==> src/rtl/butterfly_sequencer_pkg.sv <==
// Shared constants, state encoding, AGU payload and butterfly index helpers for butterfly_sequencer.
// Optional BFSEQ_ROWBASE_EN widens data addresses to {row,local}.
package butterfly_sequencer_pkg;

    localparam int unsigned N_POINTS = 16;
    localparam int unsigned LOG2N    = 4;
    localparam int unsigned DATA_AW  = LOG2N + 1;
    localparam int unsigned TW_AW    = LOG2N;
    localparam int unsigned CNT_W    = 3;
    localparam int unsigned BF_W     = LOG2N - 1;
    localparam int unsigned STAGE_W  = (LOG2N > 1) ? $clog2(LOG2N) : 1;
`ifdef BFSEQ_ROWBASE_EN
    localparam int unsigned ROW_AW   = LOG2N;
    localparam int unsigned ADDR_W   = DATA_AW + ROW_AW;
`else
    localparam int unsigned ADDR_W   = DATA_AW;
`endif

    localparam logic [BF_W-1:0]    BF_LAST    = BF_W'(N_POINTS / 2 - 1);
    localparam logic [STAGE_W-1:0] STAGE_LAST = STAGE_W'(LOG2N - 1);

    // Per-butterfly slot schedule within the 8-cycle window
    localparam logic [CNT_W-1:0] SLOT_B_RE    = CNT_W'(0);
    localparam logic [CNT_W-1:0] SLOT_W_RE    = CNT_W'(1);
    localparam logic [CNT_W-1:0] SLOT_B_IM    = CNT_W'(2);
    localparam logic [CNT_W-1:0] SLOT_W_IM    = CNT_W'(3);
    localparam logic [CNT_W-1:0] SLOT_A_RE    = CNT_W'(4);
    localparam logic [CNT_W-1:0] SLOT_A_IM    = CNT_W'(5);
    localparam logic [CNT_W-1:0] SLOT_WR_A_RE = CNT_W'(6);
    localparam logic [CNT_W-1:0] SLOT_WR_A_IM = CNT_W'(7);

    typedef enum logic [1:0] {
        S_IDLE,
        S_RUN,
        S_DRAIN,
        S_CLR
    } state_t;

    typedef struct packed {
        logic [DATA_AW-1:0] rd_addr;
        logic [DATA_AW-1:0] wr_addr;
        logic               wr_en;
        logic [TW_AW-1:0]   tw_addr;
        logic               tw_sel;
    } agu_out_t;

    function automatic logic [LOG2N-1:0] bfly_a(input logic [STAGE_W-1:0] stage,
                                                input logic [BF_W-1:0] bf);
        int unsigned s;
        int unsigned v;
        int unsigned lo;
        s  = 32'(stage);
        v  = 32'(bf);
        lo = v & ((32'd1 << s) - 32'd1);
        return LOG2N'(((v >> s) << (s + 32'd1)) + lo);
    endfunction

    function automatic logic [LOG2N-1:0] bfly_b(input logic [STAGE_W-1:0] stage,
                                                input logic [BF_W-1:0] bf);
        return bfly_a(stage, bf) + LOG2N'(32'd1 << 32'(stage));
    endfunction

    function automatic logic [BF_W-1:0] bfly_k(input logic [STAGE_W-1:0] stage,
                                               input logic [BF_W-1:0] bf);
        int unsigned s;
        int unsigned lo;
        s  = 32'(stage);
        lo = 32'(bf) & ((32'd1 << s) - 32'd1);
        return BF_W'(lo << (LOG2N - 32'd1 - s));
    endfunction

endpackage

==> src/rtl/butterfly_sequencer_agu.sv <==
// Combinational address generator: maps (state, stage, bf, cnt, previous B) to RAM/ROM addresses and strobes.
module butterfly_sequencer_agu
    import butterfly_sequencer_pkg::*;
(
    input  state_t             state,
    input  logic [STAGE_W-1:0] stage,
    input  logic [BF_W-1:0]    bf,
    input  logic [CNT_W-1:0]   cnt,
    input  logic [LOG2N-1:0]   prev_b,
    output agu_out_t           agu
);

    logic [LOG2N-1:0] a;
    logic [LOG2N-1:0] b;
    logic [BF_W-1:0]  k;
    logic             first;

    assign a     = bfly_a(stage, bf);
    assign b     = bfly_b(stage, bf);
    assign k     = bfly_k(stage, bf);
    assign first = (stage == '0) && (bf == '0);

    // Reads of the current butterfly interleave with the tail writes of the previous one
    always_comb begin
        agu = '0;
        unique case (state)
            S_RUN: begin
                case (cnt)
                    SLOT_B_RE: begin
                        agu.rd_addr = {b, 1'b0};
                        if (!first) begin
                            agu.wr_en   = 1'b1;
                            agu.wr_addr = {prev_b, 1'b0};
                        end
                    end
                    SLOT_W_RE: begin
                        agu.tw_addr = {k, 1'b0};
                        agu.tw_sel  = 1'b1;
                        if (!first) begin
                            agu.wr_en   = 1'b1;
                            agu.wr_addr = {prev_b, 1'b1};
                        end
                    end
                    SLOT_B_IM: agu.rd_addr = {b, 1'b1};
                    SLOT_W_IM: begin
                        agu.tw_addr = {k, 1'b1};
                        agu.tw_sel  = 1'b1;
                    end
                    SLOT_A_RE: agu.rd_addr = {a, 1'b0};
                    SLOT_A_IM: agu.rd_addr = {a, 1'b1};
                    SLOT_WR_A_RE: begin
                        agu.wr_en   = 1'b1;
                        agu.wr_addr = {a, 1'b0};
                    end
                    SLOT_WR_A_IM: begin
                        agu.wr_en   = 1'b1;
                        agu.wr_addr = {a, 1'b1};
                    end
                    default: ;
                endcase
            end
            S_DRAIN: begin
                agu.wr_en   = 1'b1;
                agu.wr_addr = {prev_b, cnt[0]};
            end
            default: ;
        endcase
    end

endmodule

==> src/rtl/butterfly_sequencer.sv <==
// Sequences LOG2N stages x N/2 butterflies of an in-place DIT FFT; all outputs registered from next-state values.
// Optional BFSEQ_ROWBASE_EN adds xRowBase, latched on accepted xGo, as the upper data-address bits.
module butterfly_sequencer
    import butterfly_sequencer_pkg::*;
(
    input  logic              xClock,
    input  logic              xReset_n,
    input  logic              xGo,
`ifdef BFSEQ_ROWBASE_EN
    input  logic [ROW_AW-1:0] xRowBase,
`endif
    output logic              xBusy,
    output logic              xDone,
    output logic              bf_start,
    output logic              bf_reset,
    output logic              bf_tri,
    output logic [ADDR_W-1:0] rd_addr,
    output logic [ADDR_W-1:0] wr_addr,
    output logic              wr_en,
    output logic [TW_AW-1:0]  tw_addr,
    output logic              tw_sel
);

    state_t             state, state_nxt;
    logic [CNT_W-1:0]   cnt, cnt_nxt;
    logic [BF_W-1:0]    bf, bf_nxt;
    logic [STAGE_W-1:0] stage, stage_nxt;
    logic [LOG2N-1:0]   prev_b, prev_b_nxt;
    logic [ADDR_W-1:0]  rd_addr_nxt;
    logic [ADDR_W-1:0]  wr_addr_nxt;
    agu_out_t           agu_nxt;
`ifdef BFSEQ_ROWBASE_EN
    logic [ROW_AW-1:0]  row, row_nxt;
`endif

    // Next-state and counter logic
    always_comb begin
        state_nxt  = state;
        cnt_nxt    = cnt;
        bf_nxt     = bf;
        stage_nxt  = stage;
        prev_b_nxt = prev_b;
`ifdef BFSEQ_ROWBASE_EN
        row_nxt    = row;
`endif
        unique case (state)
            S_IDLE: begin
                if (xGo) begin
                    state_nxt  = S_RUN;
                    cnt_nxt    = '0;
                    bf_nxt     = '0;
                    stage_nxt  = '0;
                    prev_b_nxt = '0;
`ifdef BFSEQ_ROWBASE_EN
                    row_nxt    = xRowBase;
`endif
                end
            end
            S_RUN: begin
                cnt_nxt = cnt + CNT_W'(1);
                if (cnt == SLOT_WR_A_IM) begin
                    prev_b_nxt = bfly_b(stage, bf);
                    bf_nxt     = bf + BF_W'(1);
                    if (bf == BF_LAST) begin
                        bf_nxt    = '0;
                        stage_nxt = stage + STAGE_W'(1);
                        if (stage == STAGE_LAST) begin
                            stage_nxt = '0;
                            state_nxt = S_DRAIN;
                        end
                    end
                end
            end
            S_DRAIN: begin
                cnt_nxt = cnt + CNT_W'(1);
                if (cnt == CNT_W'(1)) begin
                    cnt_nxt   = '0;
                    state_nxt = S_CLR;
                end
            end
            S_CLR:   state_nxt = S_IDLE;
            default: state_nxt = S_IDLE;
        endcase
    end

    butterfly_sequencer_agu u_agu (
        .state  (state_nxt),
        .stage  (stage_nxt),
        .bf     (bf_nxt),
        .cnt    (cnt_nxt),
        .prev_b (prev_b_nxt),
        .agu    (agu_nxt)
    );

`ifdef BFSEQ_ROWBASE_EN
    assign rd_addr_nxt = {row_nxt, agu_nxt.rd_addr};
    assign wr_addr_nxt = {row_nxt, agu_nxt.wr_addr};
`else
    assign rd_addr_nxt = agu_nxt.rd_addr;
    assign wr_addr_nxt = agu_nxt.wr_addr;
`endif

    always_ff @(posedge xClock or negedge xReset_n) begin
        if (!xReset_n) begin
            state    <= S_IDLE;
            cnt      <= '0;
            bf       <= '0;
            stage    <= '0;
            prev_b   <= '0;
`ifdef BFSEQ_ROWBASE_EN
            row      <= '0;
`endif
            xBusy    <= 1'b0;
            xDone    <= 1'b0;
            bf_start <= 1'b0;
            bf_reset <= 1'b1;
            bf_tri   <= 1'b1;
            rd_addr  <= '0;
            wr_addr  <= '0;
            wr_en    <= 1'b0;
            tw_addr  <= '0;
            tw_sel   <= 1'b0;
        end else begin
            state    <= state_nxt;
            cnt      <= cnt_nxt;
            bf       <= bf_nxt;
            stage    <= stage_nxt;
            prev_b   <= prev_b_nxt;
`ifdef BFSEQ_ROWBASE_EN
            row      <= row_nxt;
`endif
            xBusy    <= (state_nxt == S_RUN) || (state_nxt == S_DRAIN);
            xDone    <= (state_nxt == S_CLR);
            bf_start <= (state == S_IDLE) && (state_nxt == S_RUN);
            bf_reset <= (state_nxt == S_IDLE) || (state_nxt == S_CLR);
            bf_tri   <= !agu_nxt.wr_en;
            rd_addr  <= rd_addr_nxt;
            wr_addr  <= wr_addr_nxt;
            wr_en    <= agu_nxt.wr_en;
            tw_addr  <= agu_nxt.tw_addr;
            tw_sel   <= agu_nxt.tw_sel;
        end
    end

endmodule

==> config.mk <==
export PLATFORM = sky130hd
export DESIGN_NAME = butterfly_sequencer
export DESIGN_NICKNAME = d
export VERILOG_FILES = /design/src/rtl/butterfly_sequencer_pkg.sv /design/src/rtl/butterfly_sequencer_agu.sv /design/src/rtl/butterfly_sequencer.sv
export SDC_FILE = /design/constraint.sdc
export NUM_CORES = 1
export LEC_CHECK = 0
export ABC_AREA = 1
export BUFFER_PORTS_ARGS = -buffer_cell sky130_fd_sc_hd__buf_2
export CELL_PAD_IN_SITES_DETAIL_PLACEMENT = 1
export CELL_PAD_IN_SITES_GLOBAL_PLACEMENT = 2
export CORE_MARGIN = 2
export CORE_UTILIZATION = 39
export CTS_BUF_LIST = sky130_fd_sc_hd__clkbuf_16
export CTS_CLUSTER_DIAMETER = 40
export DETAILED_ROUTE_END_ITERATION = 12
export GPL_ROUTABILITY_DRIVEN = 0
export PLACE_DENSITY = 0.86
export SLEW_MARGIN = 25
export SYNTH_ARGS = -nofsm -noshare
export SYNTH_HDL_FRONTEND = slang
export SYNTH_SLANG_ARGS = --single-unit
==> constraint.sdc <==
create_clock -name xClock -period 6.7 [get_ports xClock]
set_clock_uncertainty 0.15 [all_clocks]
set_input_delay 0.335 -clock xClock [delete_from_list [all_inputs] [get_ports xClock]]
set_output_delay 0.335 -clock xClock [all_outputs]
set_load 0.01 [all_outputs]
==> run metrics <==
outcome finished, violations left; failing checks hold timing; Syn Inst Count ~290; I/O pins 24; drt wl/cell 15.4 um; CP dominant cell by count nand2_1; PD cells about 330 nW/um^2; CTS tree built; crit-path max cell delay 0.42 ns; DR iter-0 viols 70; Worst Tran Pin Value ~0.8 ns; placed instance count 381; VDD IR max roughly 0.16 mV; endpoints failing setup 0; first-pass GRT wire length 10000 um; Setup Crit Path Kind register to register; final instance area roughly 2800 sq um; clock power share 0.247; post-CTS setup buffers 0; final worst path period share 0.639; Hold Crit Class primary input to async pin; vias in the first global route 1989; Die ar. around 7000 sq um; max_cap viols 0; fmax 234 MHz; leak pwr 1.44 nW; mapped cell area 2420 sq um; P_int 531 uW; ANT cells 0; Multi-input gate area 1300 sq um; Fin Hold WS -0.00331 ns; area grow syn2layout 13.9%; sw frac 0.423; syn nets 319; #FFs+latches synth 35; post-layout minimum cycle time between 4 and 5 ns; clock buffer count from CTS 5; Register Area 878 sq um; H-tree levels 2; Hold Fails Final Rpt 6; Skew-Pair Late Insertion Delay about 0.28 ns; headroom to the max-slew limit 0.459; most frequent cells in the layout nand2_1, inv_1, dfrtp_1; final std cells w/o fill 389; antenna violations before repair 0; NetSw 389 uW; Post-synth ARST share 1.00; height of the die 82.8 um; post-synth cell types 38; CP required roughly 6.7 ns; Row Count 28; DRC 0; vias ~1900; Worst-path clk slew about 0.060 ns; first drt pass iteration count 4; Final Max Slew Viols 0; yosys warns 0; CTS Root Cell clkbuf_16; Post-synth top flop dfrtp_1; post-detail-place hpwl roughly 4800 um; Crit path arrival time between 4 and 5 ns; number of port buffers 23; Buf/Inv on CP 3; drt total wl 6010 um; clock buffer depth 2; power share of the combinational group 0.435; post-CTS sizing 0; initial core utilization 0.406; Crit-path slowest cell dfrtp_1; startpoint types register; hold buffer count at cts 0; Vias/cell a little under 5; global-route usage over all layers 0.199; clk sinks 35; remaining global-route overflow 0; CP Max Fanout 14; sequential share of the synthesized area 0.363; most common cell after layout, fill and taps aside nand2_1; Die X between 80 and 90 um; core area approximately 6000 sq um; fill count between 700 and 800; Mean Syn Cell Area 8.49 sq um; Crit path max-delay family adder cells; RSZ-0062 raised after global routing false; Area after DPL between 2000 and 3000 sq um; CP Cell Sequence ha_1 -> ha_1 -> nand2_1 -> nand2_1 -> nand2_1 -> nand2_1 -> nand2_2 -> ha_1 -> nor2_1 -> inv_1 -> nor2_1 -> ha_1 -> fa_1 -> xnor2_1 -> inv_1 -> ha_1 -> a21oi_1 -> nand2_1 -> xor2_1 -> inv_1 -> nor2_1 -> nand3_1 -> nand2_1 -> nor2_1; ANT nets after route 0; Sequential Power Share 0.319; layout cells sized above 1 0.217; largest net degree at the start of global routing 36; setup TNS 0 ns; Critical Path Sink Type register; Post-synth EDFFs 0; final net count 347
[state kept, by name, indices dropped and copies added (netlist names), 2 cells and up]
signal / count
bf: 3
cnt: 3
prev_b: 4
rd_addr: 5
stage: 2
state: 2
tw_addr: 4
wr_addr: 5
[cells by family after synthesis]
group,count (synthesis),synth area share
buffers and inverters,60,0.0998
XOR/XNOR,4,0.0145
AND/OR/NAND/NOR,120,0.235
AO/OA/AOI/OAI,35,0.109
adder cells (fa/ha/maj),31,0.179
flip-flops,35,0.363
[final timing paths]
check / from / endpoint / slack [ns] / cells after the start
setup / recovery: cnt[0]$_DFF_PN0_ / rd_addr[4]$_DFF_PN0_ / 2.42 / 24
hold / removal: xReset_n / wr_addr[0]$_DFF_PN0_ / -0.003 / 1
setup reg to reg: cnt[0]$_DFF_PN0_ / rd_addr[4]$_DFF_PN0_ / 2.42 / 24
hold reg to reg: prev_b[3]$_DFF_PN0_ / prev_b[3]$_DFF_PN0_ / 0.42 / 2
max in group asynchronous: xReset_n / bf[2]$_DFF_PN0_ / 5.89 / 1
min in group xClock: xGo / bf[0]$_DFF_PN0_ / 0.33 / 4
[synthesized netlist by cell type, types with 2 or more instances]
cell type  number  area [sq um]
a31oi_1         2          12.5
fa_1            6           120
ha_1           25           313
nand4_1         2          12.5
dfrtp_1        33           826
nor2_1         24          90.1
inv_1          47           176
a21oi_1        12          60.1
nand3_1        27           135
nand2_1        50           188
xnor2_1         2          17.5
dfstp_2         2          52.6
a211oi_2        2          25.0
inv_2          10          37.5
nand2_2         8          50.1
o21ai_0         6          30.0
o21ai_2         4          35.0
xor2_1          2          17.5
o211ai_1        2          15.0
[metal layers]
metal | GRT usage | wire length [um]
met5 | 0 | 0
met1 | 0.282 | 2990
met3 | 0.0261 | 127
met2 | 0.318 | 2820
met4 | 0.0541 | 76
[area by class of cell]
cell class / count / area share
clock buffer: 5 / 0.0454
multi-input combinational: 190 / 0.472
timing repair buffer: 23 / 0.0418
inverter: 58 / 0.0809
clock inverter: 3 / 0.00727
tap: 75 / 0.0341
sequential: 35 / 0.319
[power groups by stage]
stage	Clock [mW]	Combinational, mW	Sequential, mW
2_1_floorplan	0	0.270	0.307
3_3_place_gp	0	0.395	0.295
3_5_place_dp	0	0.400	0.298
4_1_cts	0.231	0.406	0.295
5_1_grt	0.239	0.458	0.302
6_report	0.227	0.400	0.293
[stage by stage]
| stage | util | total power, mW | setup WS (ns) |
|---|---|---|---|
| 2_1_floorplan | - | 0.577 | 2.89 |
| 3_3_place_gp | 0.438 | 0.690 | 2.62 |
| 3_5_place_dp | 0.438 | 0.698 | 2.42 |
| 4_1_cts | 0.462 | 0.931 | 2.40 |
| 5_1_grt | 0.462 | 0.999 | 2.02 |
| 6_report | 0.462 | 0.921 | 2.42 |
No activity file was read; power rests on OpenSTA's default activity.
